--- src/rtl/step_dir_monitor.sv ---
// -----------------------------------------------------------------------------
// step_dir_monitor
//
// Receive-side decoder for an A4988-style STEP/DIR pair. Turns accepted STEP
// rises into a signed absolute position, measures the spacing between rises,
// flags pulses that break the driver's timing limits and reports whether the
// motor is currently being stepped.
//
// Ports
//   CLOCK_50      in   system clock, all logic on the rising edge
//   reset_n       in   asynchronous reset, active low
//   step_in       in   STEP pin, asynchronous to CLOCK_50
//   dir_in        in   DIR pin, asynchronous; 1 = CW (+1), 0 = CCW (-1)
//   clear         in   synchronous clear of position, period and sticky errors
//   position      out  signed step position, wraps modulo 2^POS_WIDTH
//   step_strobe   out  one-cycle pulse per accepted STEP rise
//   step_dir      out  direction applied to the most recent step
//   period        out  cycles between the last two accepted rises (saturating)
//   period_valid  out  period holds a real measurement
//   moving        out  a rise was accepted within the last IDLE_TIMEOUT cycles
//   err_pulse     out  one-cycle pulse on any timing violation
//   err_sticky    out  {dir_setup, low_short, high_short}, held until clear
// -----------------------------------------------------------------------------
module step_dir_monitor #(
    parameter int POS_WIDTH    = 16,
    parameter int PERIOD_WIDTH = 24,
    parameter int MIN_HIGH     = 50,
    parameter int MIN_LOW      = 50,
    parameter int DIR_SETUP    = 10,
    parameter int IDLE_TIMEOUT = 5000000
) (
    input  logic                        CLOCK_50,
    input  logic                        reset_n,
    input  logic                        step_in,
    input  logic                        dir_in,
    input  logic                        clear,
    output logic signed [POS_WIDTH-1:0] position,
    output logic                        step_strobe,
    output logic                        step_dir,
    output logic [PERIOD_WIDTH-1:0]     period,
    output logic                        period_valid,
    output logic                        moving,
    output logic                        err_pulse,
    output logic [2:0]                  err_sticky
);

    localparam logic [1:0] ST_INIT = 2'd0;
    localparam logic [1:0] ST_LOW  = 2'd1;
    localparam logic [1:0] ST_HIGH = 2'd2;

    // The pulse-width counter only needs to reach the larger of the two limits.
    localparam int MAX_WIDTH = (MIN_HIGH > MIN_LOW) ? MIN_HIGH : MIN_LOW;
    localparam int WW        = $clog2(MAX_WIDTH + 1) + 1;
    localparam logic [WW-1:0] WIDTH_SAT  = WW'(MAX_WIDTH);
    localparam logic [WW-1:0] WIDTH_ONE  = WW'(1);
    localparam logic [WW-1:0] MIN_HIGH_C = WW'(MIN_HIGH);
    localparam logic [WW-1:0] MIN_LOW_C  = WW'(MIN_LOW);

    localparam int DW = $clog2(DIR_SETUP + 1) + 1;
    localparam logic [DW-1:0] DIR_SAT = DW'(DIR_SETUP);
    localparam logic [DW-1:0] DIR_ONE = DW'(1);

    localparam logic [PERIOD_WIDTH-1:0] PER_ONE = PERIOD_WIDTH'(1);
    localparam logic [PERIOD_WIDTH-1:0] PER_MAX = '1;
    localparam logic [PERIOD_WIDTH-1:0] IDLE_C  = PERIOD_WIDTH'(IDLE_TIMEOUT);

    localparam logic [POS_WIDTH-1:0] POS_PLUS  = POS_WIDTH'(1);
    localparam logic [POS_WIDTH-1:0] POS_MINUS = '1;

    logic                    step_meta;
    logic                    step_s;
    logic                    dir_meta;
    logic                    dir_s;
    logic [1:0]              sync_primed;
    logic [1:0]              state;
    logic [WW-1:0]           width_cnt;
    logic                    dir_last;
    logic [DW-1:0]           dir_cnt;
    logic [DW-1:0]           dir_age;
    logic [PERIOD_WIDTH-1:0] per_cnt;
    logic                    seen_rise;
    logic                    rise_seen;
    logic                    fall_seen;
    logic                    accept;
    logic                    low_short;
    logic                    dir_bad;
    logic                    high_short;

    // Two-flop synchronizers. sync_primed fills with ones two edges after
    // reset, marking the point where step_s reflects the real pin rather than
    // the synchronizer's reset value.
    always_ff @(posedge CLOCK_50 or negedge reset_n) begin
        if (!reset_n) begin
            step_meta   <= 1'b0;
            step_s      <= 1'b0;
            dir_meta    <= 1'b0;
            dir_s       <= 1'b0;
            sync_primed <= 2'b00;
        end else begin
            step_meta   <= step_in;
            step_s      <= step_meta;
            dir_meta    <= dir_in;
            dir_s       <= dir_meta;
            sync_primed <= {sync_primed[0], 1'b1};
        end
    end

    assign rise_seen = (state == ST_LOW) && step_s;
    assign fall_seen = (state == ST_HIGH) && !step_s;
    // A rise coinciding with clear moves the FSM but is otherwise discarded.
    assign accept    = rise_seen && !clear;

    // Age of the current DIR level; a change seen this very cycle counts as zero.
    assign dir_age    = (dir_s != dir_last) ? '0 : dir_cnt;
    assign low_short  = accept && seen_rise && (width_cnt < MIN_LOW_C);
    assign dir_bad    = accept && (dir_age < DIR_SAT);
    assign high_short = fall_seen && (width_cnt < MIN_HIGH_C);

    // Edge-tracking FSM. INIT only leaves once the synchronizer is primed and
    // reports STEP low, so a pin already high at reset release is ignored.
    always_ff @(posedge CLOCK_50 or negedge reset_n) begin
        if (!reset_n) begin
            state <= ST_INIT;
        end else begin
            case (state)
                ST_INIT: if (sync_primed[1] && !step_s) state <= ST_LOW;
                ST_LOW:  if (step_s) state <= ST_HIGH;
                ST_HIGH: if (!step_s) state <= ST_LOW;
                default: state <= ST_INIT;
            endcase
        end
    end

    // Width of the current STEP level. It restarts at one on every level
    // change so that, on the cycle the next edge is seen, it equals the
    // number of cycles the previous level lasted.
    always_ff @(posedge CLOCK_50 or negedge reset_n) begin
        if (!reset_n) begin
            width_cnt <= '0;
        end else if (rise_seen || fall_seen || (state == ST_INIT)) begin
            width_cnt <= WIDTH_ONE;
        end else if (width_cnt != WIDTH_SAT) begin
            width_cnt <= width_cnt + WIDTH_ONE;
        end
    end

    // Saturating age of the DIR level, used for the setup check at each rise.
    always_ff @(posedge CLOCK_50 or negedge reset_n) begin
        if (!reset_n) begin
            dir_last <= 1'b0;
            dir_cnt  <= '0;
        end else begin
            dir_last <= dir_s;
            if (dir_age != DIR_SAT) begin
                dir_cnt <= dir_age + DIR_ONE;
            end else begin
                dir_cnt <= dir_age;
            end
        end
    end

    // Cycles elapsed since the last accepted rise (the rise cycle itself being
    // zero), saturating. It also times out the moving flag.
    always_ff @(posedge CLOCK_50 or negedge reset_n) begin
        if (!reset_n) begin
            per_cnt <= '0;
            moving  <= 1'b0;
        end else begin
            if (accept) begin
                per_cnt <= PER_ONE;
            end else if (per_cnt != PER_MAX) begin
                per_cnt <= per_cnt + PER_ONE;
            end
            if (accept) begin
                moving <= 1'b1;
            end else if (per_cnt >= IDLE_C) begin
                moving <= 1'b0;
            end
        end
    end

    // Position, period capture and error reporting. seen_rise doubles as the
    // first-rise exemption for the low-width check and as the gate for
    // period_valid, so clear re-arms both at once.
    always_ff @(posedge CLOCK_50 or negedge reset_n) begin
        if (!reset_n) begin
            position     <= '0;
            step_strobe  <= 1'b0;
            step_dir     <= 1'b0;
            period       <= '0;
            period_valid <= 1'b0;
            err_pulse    <= 1'b0;
            err_sticky   <= 3'b000;
            seen_rise    <= 1'b0;
        end else begin
            step_strobe <= accept;
            err_pulse   <= low_short || dir_bad || high_short;
            if (clear) begin
                position     <= '0;
                period       <= '0;
                period_valid <= 1'b0;
                err_sticky   <= 3'b000;
                seen_rise    <= 1'b0;
            end else begin
                if (accept) begin
                    position  <= position + (dir_s ? POS_PLUS : POS_MINUS);
                    step_dir  <= dir_s;
                    period    <= per_cnt;
                    seen_rise <= 1'b1;
                    if (seen_rise) begin
                        period_valid <= 1'b1;
                    end
                end
                err_sticky <= err_sticky | {dir_bad, low_short, high_short};
            end
        end
    end

endmodule

--- config.mk ---
export PLATFORM = sky130hd
export DESIGN_NAME = step_dir_monitor
export DESIGN_NICKNAME = d
export VERILOG_FILES = /design/src/rtl/step_dir_monitor.sv
export SDC_FILE = /design/constraint.sdc
export NUM_CORES = 1
export LEC_CHECK = 0
export CORE_AREA = 2 2 102 104
export CTS_CLUSTER_DIAMETER = 60
export DETAILED_ROUTE_END_ITERATION = 10
export DIE_AREA = 0 0 104 106
export GPL_TIMING_DRIVEN = 1
export HOLD_SLACK_MARGIN = 0.02
export PLACE_DENSITY = 0.83
export SLEW_MARGIN = 15
export SYNTH_ARGS = -nofsm -noshare
export SYNTH_HDL_FRONTEND = slang
export SYNTH_SLANG_ARGS = --single-unit
export TNS_END_PERCENT = 20
--- constraint.sdc ---
create_clock -name CLOCK_50 -period 2.76 [get_ports CLOCK_50]
set_clock_uncertainty 0.15 [all_clocks]
set_input_delay 0.552 -clock CLOCK_50 [delete_from_list [all_inputs] [get_ports CLOCK_50]]
set_output_delay 0.552 -clock CLOCK_50 [all_outputs]
set_load 0.05 [all_outputs]
-- Word level (Yosys, flattened, before mapping)
Cells that the tools add are included.
- register bits after elaboration: 94
- input bits: 5
- output and inout port bits: 48
- $add $sub $neg: 4
- magnitude comparators: 3
- equality and inequality tests: 9
- muxes and demuxes: 23
- bitwise gates (word level): 2
- reduce and logical (&&, ||, !) cells: 23
- operators with widths (kind ; count):
    24-bit two-way mux ; 4
    16-bit two-way mux ; 3
    24-bit by 1-bit adder with 24-bit output (second input constant) ; 1
    24-bit by 23-bit >= comparator with 1-bit output (second input constant) ; 1
    24-bit != test (second input constant) ; 1
    16-bit adder ; 1
    7-bit two-way mux ; 2
    5-bit two-way mux ; 2
    2-bit nonzero test ; 5
    1-bit logical AND ; 8
    7-bit by 1-bit adder with 7-bit output (second input constant) ; 1
    7-bit by 6-bit less-than comparator with 1-bit output (second input constant) ; 1
    1-bit two-way mux ; 7
    7-bit by 6-bit != test with 1-bit output (second input constant) ; 1
    2-bit two-way mux ; 3
    2-bit != test (second input constant) ; 3
    2-bit case mux with 3 select lines ; 1
    5-bit by 1-bit adder with 5-bit output (second input constant) ; 1
    5-bit by 4-bit less-than comparator with 1-bit output (second input constant) ; 1
    5-bit by 4-bit != test with 1-bit output (second input constant) ; 1
    1-bit logical OR ; 4
    2-bit AND reduction ; 2
    3-bit two-way mux ; 1
    3-bit OR ; 1
    7 further kinds ; 8

-- Longest topological paths before layout
Gate-level depths: netlist (run 1).
- depth in word-level cells: 7
- mapped depth: 10

-- Least setup slack after synthesis (run 1)
Ideal clock, no wire load.
- path type: flip-flop to flip-flop
- start: reg dir_s
- end: reg position[15]
- library setup time: 0.128 ns
- data arrival time: 2.389 ns
- required time: 2.482 ns
- slack: 0.093 ns
- cell stages (with the launch flop): 11
- path buffers: 2
- cell sequence: dfrtp_1 > clkbuf_1 > inv_1 > ha_1 > buf_2 > a21o_1 > a21o_1 > a21o_1 > o2111ai_1 > o211ai_1 > mux2_1
- longest elaborated chain between the ends: 4
- RTL lines (element ; line ; text):
    start, declared ; 73 ; logic dir_s;
    start signal, assigned ; 103 ; dir_s <= dir_meta;
    16-bit two-way mux ; 206 ; position <= position + (dir_s ? POS_PLUS : POS_MINUS);
    16-bit adder ; 206 ;
    16-bit two-way mux ; 205 ; if (accept) begin
    16-bit two-way mux ; 198 ; if (clear) begin
    end signal, assigned ; 206 ;
    end, declared ; 37 ; output logic signed [POS_WIDTH-1:0] position,
No other way between the ends. The select of a mux whose other input is x is not followed.
A chain may end at the register's enable or synchronous reset.

-- Worst setup path after layout (run 1)
Same ends and word-level chain as after synthesis.

==> results.sh, run 1 <==
export IMPL_status="finished, final reports clean"
export IMPL_synth_top_cell_by_area="dfrtp_1"
export IMPL_grt_pass1_wl_mm=18.8
export IMPL_via_per_inst=5.66
export IMPL_synth_adder_area_share=0.0543
export IMPL_crit_end="position[15]$_DFFE_PN0P_"
export IMPL_fp_coreArea_um2=10000
export IMPL_synth_edff_count=0
export IMPL_finish_utilization=0.588
export IMPL_synth_xor_area_share=0.0616
export IMPL_finalCritPeriodShare=0.934
export IMPL_htreeDepth=3
export IMPL_slew_viol_final=0
export IMPL_path_cells="clkinvlp_4 -> buf_12 -> ha_1 -> a211oi_1 -> o21ai_1 -> o2111a_1 -> o2111ai_1 -> o211ai_1 -> mux2_1"
export IMPL_drt_wl_total_mm=10.8
export IMPL_track_usage=0.209
export IMPL_hold_path_class="reg2reg"
export IMPL_gp_congestion=0.838
export IMPL_final_cells=718
export IMPL_final_nets=603
export IMPL_synth_ff_type="dfrtp_1"
export IMPL_place_ws_ns=0.0561
export IMPL_r2r_cells=9
export IMPL_dpl_cell_area_um2=5640
export IMPL_clock_latency_ns=0.38
export IMPL_num_antenna_cells=0
export IMPL_start_kind="flop"
export IMPL_synth_mux_area_frac=0.0108
export IMPL_drc=0
export IMPL_grt_max_degree=54
export IMPL_path_max_fanout=13
export IMPL_drt_iter0_drc=247
export IMPL_yosys_cell_count_top_type="dfrtp_1"
export IMPL_syn_cell_area_um2=4980
export IMPL_r2r_setup_slack_ns=0.18
export IMPL_cts_tree="yes"
export IMPL_power_density_nw_per_um2=585
export IMPL_rows=37
export IMPL_synthToLayoutAreaGrowth_pct=18.2
export IMPL_r2r_start="dir_s$_DFF_PN0_"
export IMPL_max_stage_delay_ns=0.40
export IMPL_crit_path_start="dir_s$_DFF_PN0_"
export IMPL_synth_cells=527
export IMPL_synth_compound_area_share=0.141
export IMPL_yosys_top_cells_area="dfrtp_1, nand2_1, a21oi_1, ha_1, nor2_1"
export IMPL_portBuffers=52
export IMPL_critPathKind="reg2reg"
export IMPL_cts_buffers=9
export IMPL_vias=4063
export IMPL_grt_pass1_vias=4036
export IMPL_start_util=0.498
export IMPL_whs_ns=0.209
export IMPL_avgSynthCellArea_um2=9.45
export IMPL_worst_slack_ns=0.183
export IMPL_dp_hpwl_mm=7.62
export IMPL_drtAntennaViolNets=0
export IMPL_drive_gt1_frac=0.0893
export IMPL_path_clk_slew_ns=0.10
export IMPL_wl_per_cell_um=15.1
export IMPL_grt_overflow=0
export IMPL_hold_viol_final=0
export IMPL_min_path_cells=0
export IMPL_clkSinkCount=94
export IMPL_vdd_drop_max_uv=233
export IMPL_rsz0062_at_grt="no"
export IMPL_relSlewSlack=0.603
export IMPL_power_leakage_nw=2.70
export IMPL_setup_violations=0
export IMPL_tightest_slew_ns=0.596
export IMPL_fin_total_pwr_mw=3.44
export IMPL_dieArea_um2=11000
export IMPL_dp_cells=700
export IMPL_ys_seq_elements=94
export IMPL_fin_setup_tns_ns=0
export IMPL_end_kind="flop"
export IMPL_finalCriticalPeriod_ns=2.58
export IMPL_io_pins=53
export IMPL_clk_root_buffer_cell="clkbuf_8"
export IMPL_synth_top_family_by_area="simple AND/OR/NAND/NOR gates"
export IMPL_synthSimpleGateAreaFrac=0.224
export IMPL_worstPathRequired_ns=2.87
export IMPL_clock_tree_buffer_depth=2
export IMPL_final_area_um2=5880
export IMPL_cpMaxStageDelayCell="dfrtp_1"
export IMPL_ys_top_cells_by_count="dfrtp_1, nand2_1, a21oi_1"
export IMPL_max_freq_mhz=388
export IMPL_drtPass1Iterations=4
export IMPL_antenna_found_initial=0
export IMPL_synth_cell_type_count=58
export IMPL_arrival_ns=2.69
export IMPL_rr_endpoint="position[15]$_DFFE_PN0P_"
export IMPL_maxCapViolations=0
export IMPL_synthesis_nets=553
export IMPL_yosysSeqAreaShare=0.472
export IMPL_async_flop_share=1.00
export IMPL_yosysTopAreaCellShare=0.472
export IMPL_die_h_um=106
export IMPL_yosysWarnings=0
export IMPL_die_w_um=104
## how the worst min path moves through the flow
stage                        startpoint                  endpoint
4_1_cts              dir_meta$_DFF_PN0_           dir_s$_DFF_PN0_
2_1_floorplan                   reset_n      dir_cnt[0]$_DFF_PN0_
3_5_place_dp         dir_meta$_DFF_PN0_           dir_s$_DFF_PN0_
3_3_place_gp   sync_primed[0]$_DFF_PN0_  sync_primed[1]$_DFF_PN0_
5_1_grt        sync_primed[0]$_DFF_PN0_  sync_primed[1]$_DFF_PN0_
6_report             dir_meta$_DFF_PN0_           dir_s$_DFF_PN0_
## metal layers
layer | GRT usage | part of all wire
met3 | 0.0411 | 0.046
met2 | 0.360 | 0.51
met1 | 0.255 | 0.42
met5 | 0 | 0
met4 | 0.0936 | 0.024
## sequential cells by signal, summed over array words and instances (netlist names)
| name | count |
|---|---|
| dir_cnt | 5 |
| moving | 1 |
| seen_rise | 1 |
| width_cnt | 7 |
| dir_meta | 1 |
| period_valid | 1 |
| err_pulse | 1 |
| step_strobe | 1 |
| dir_s | 1 |
| state | 2 |
| period | 24 |
| position | 16 |
| step_dir | 1 |
| err_sticky | 3 |
| per_cnt | 24 |
| sync_primed | 2 |
| step_meta | 1 |
| step_s | 1 |
| dir_last | 1 |
## cell families (layout without fill, tap and decap cells)
kind of cell,count (synthesis),count (layout)
other,1,1
AOI/OAI and AO/OA,110,110
buffers and inverters,40,95
xor gates and xnor gates,35,35
and+or+nand+nor,221,221
muxes,5,5
DFF,94,94
adders and majority gates,21,21
## power by group
part	internal, mW	switching [mW]	total [mW]
registers	1.51	0.160	1.67
logic	0.304	0.502	0.806
clock network	0.456	0.513	0.968
total	2.27	1.17	3.44
## layout make-up
cell class	count	area, um2
clock inverters	5	65.1
repair buffers	66	646
inverters	13	52.6
well taps	136	170
clock buffers	11	141
multi-input cells	393	2460
flip-flops and latches	94	2350
fillers	834	4120
## placed cells by master (no fill, tap or decap), drive strengths merged, types with 3 or more instances in the layout
cell           instances
dfrtp                 94
o211ai                 4
o21a                   3
buf                   15
ha                    20
nand4                 10
nand4b                 3
a31oi                  4
a21o                  14
and2                   5
a211oi                 7
nand2                 83
nand3                 21
o21ai                 13
clkdlybuf4s50         50
nor3b                  4
inv                   15
xnor2                 18
nor3                  13
a21oi                 50
mux2                   3
and4                   3
nand3b                 4
nor4                   3
and3                  12
xor2                  17
nor2                  51
clkbuf                11
## timing repair
action,CTS,global route
buffers inserted,0,1
endpoints found under the setup margin,0,6
resized for setup,0,1
hold endpoints to repair,7,0
hold buffers,1,0
## critical path, delay by kind of cell (launching register included)
family          cells  cell delay, ns
fa+ha+maj           1            0.30
buf+inv             2            0.32
compound gates      5            0.96
mux                 1            0.32
flops               1            0.40
Power figures use the tool's default switching activity.
==> run 2: changes to the inputs <==
CTS_CLUSTER_SIZE = 20   (was default)
==> results of run 2 <==
No change in the layout: final DEF, timing and power equal those of run 1.
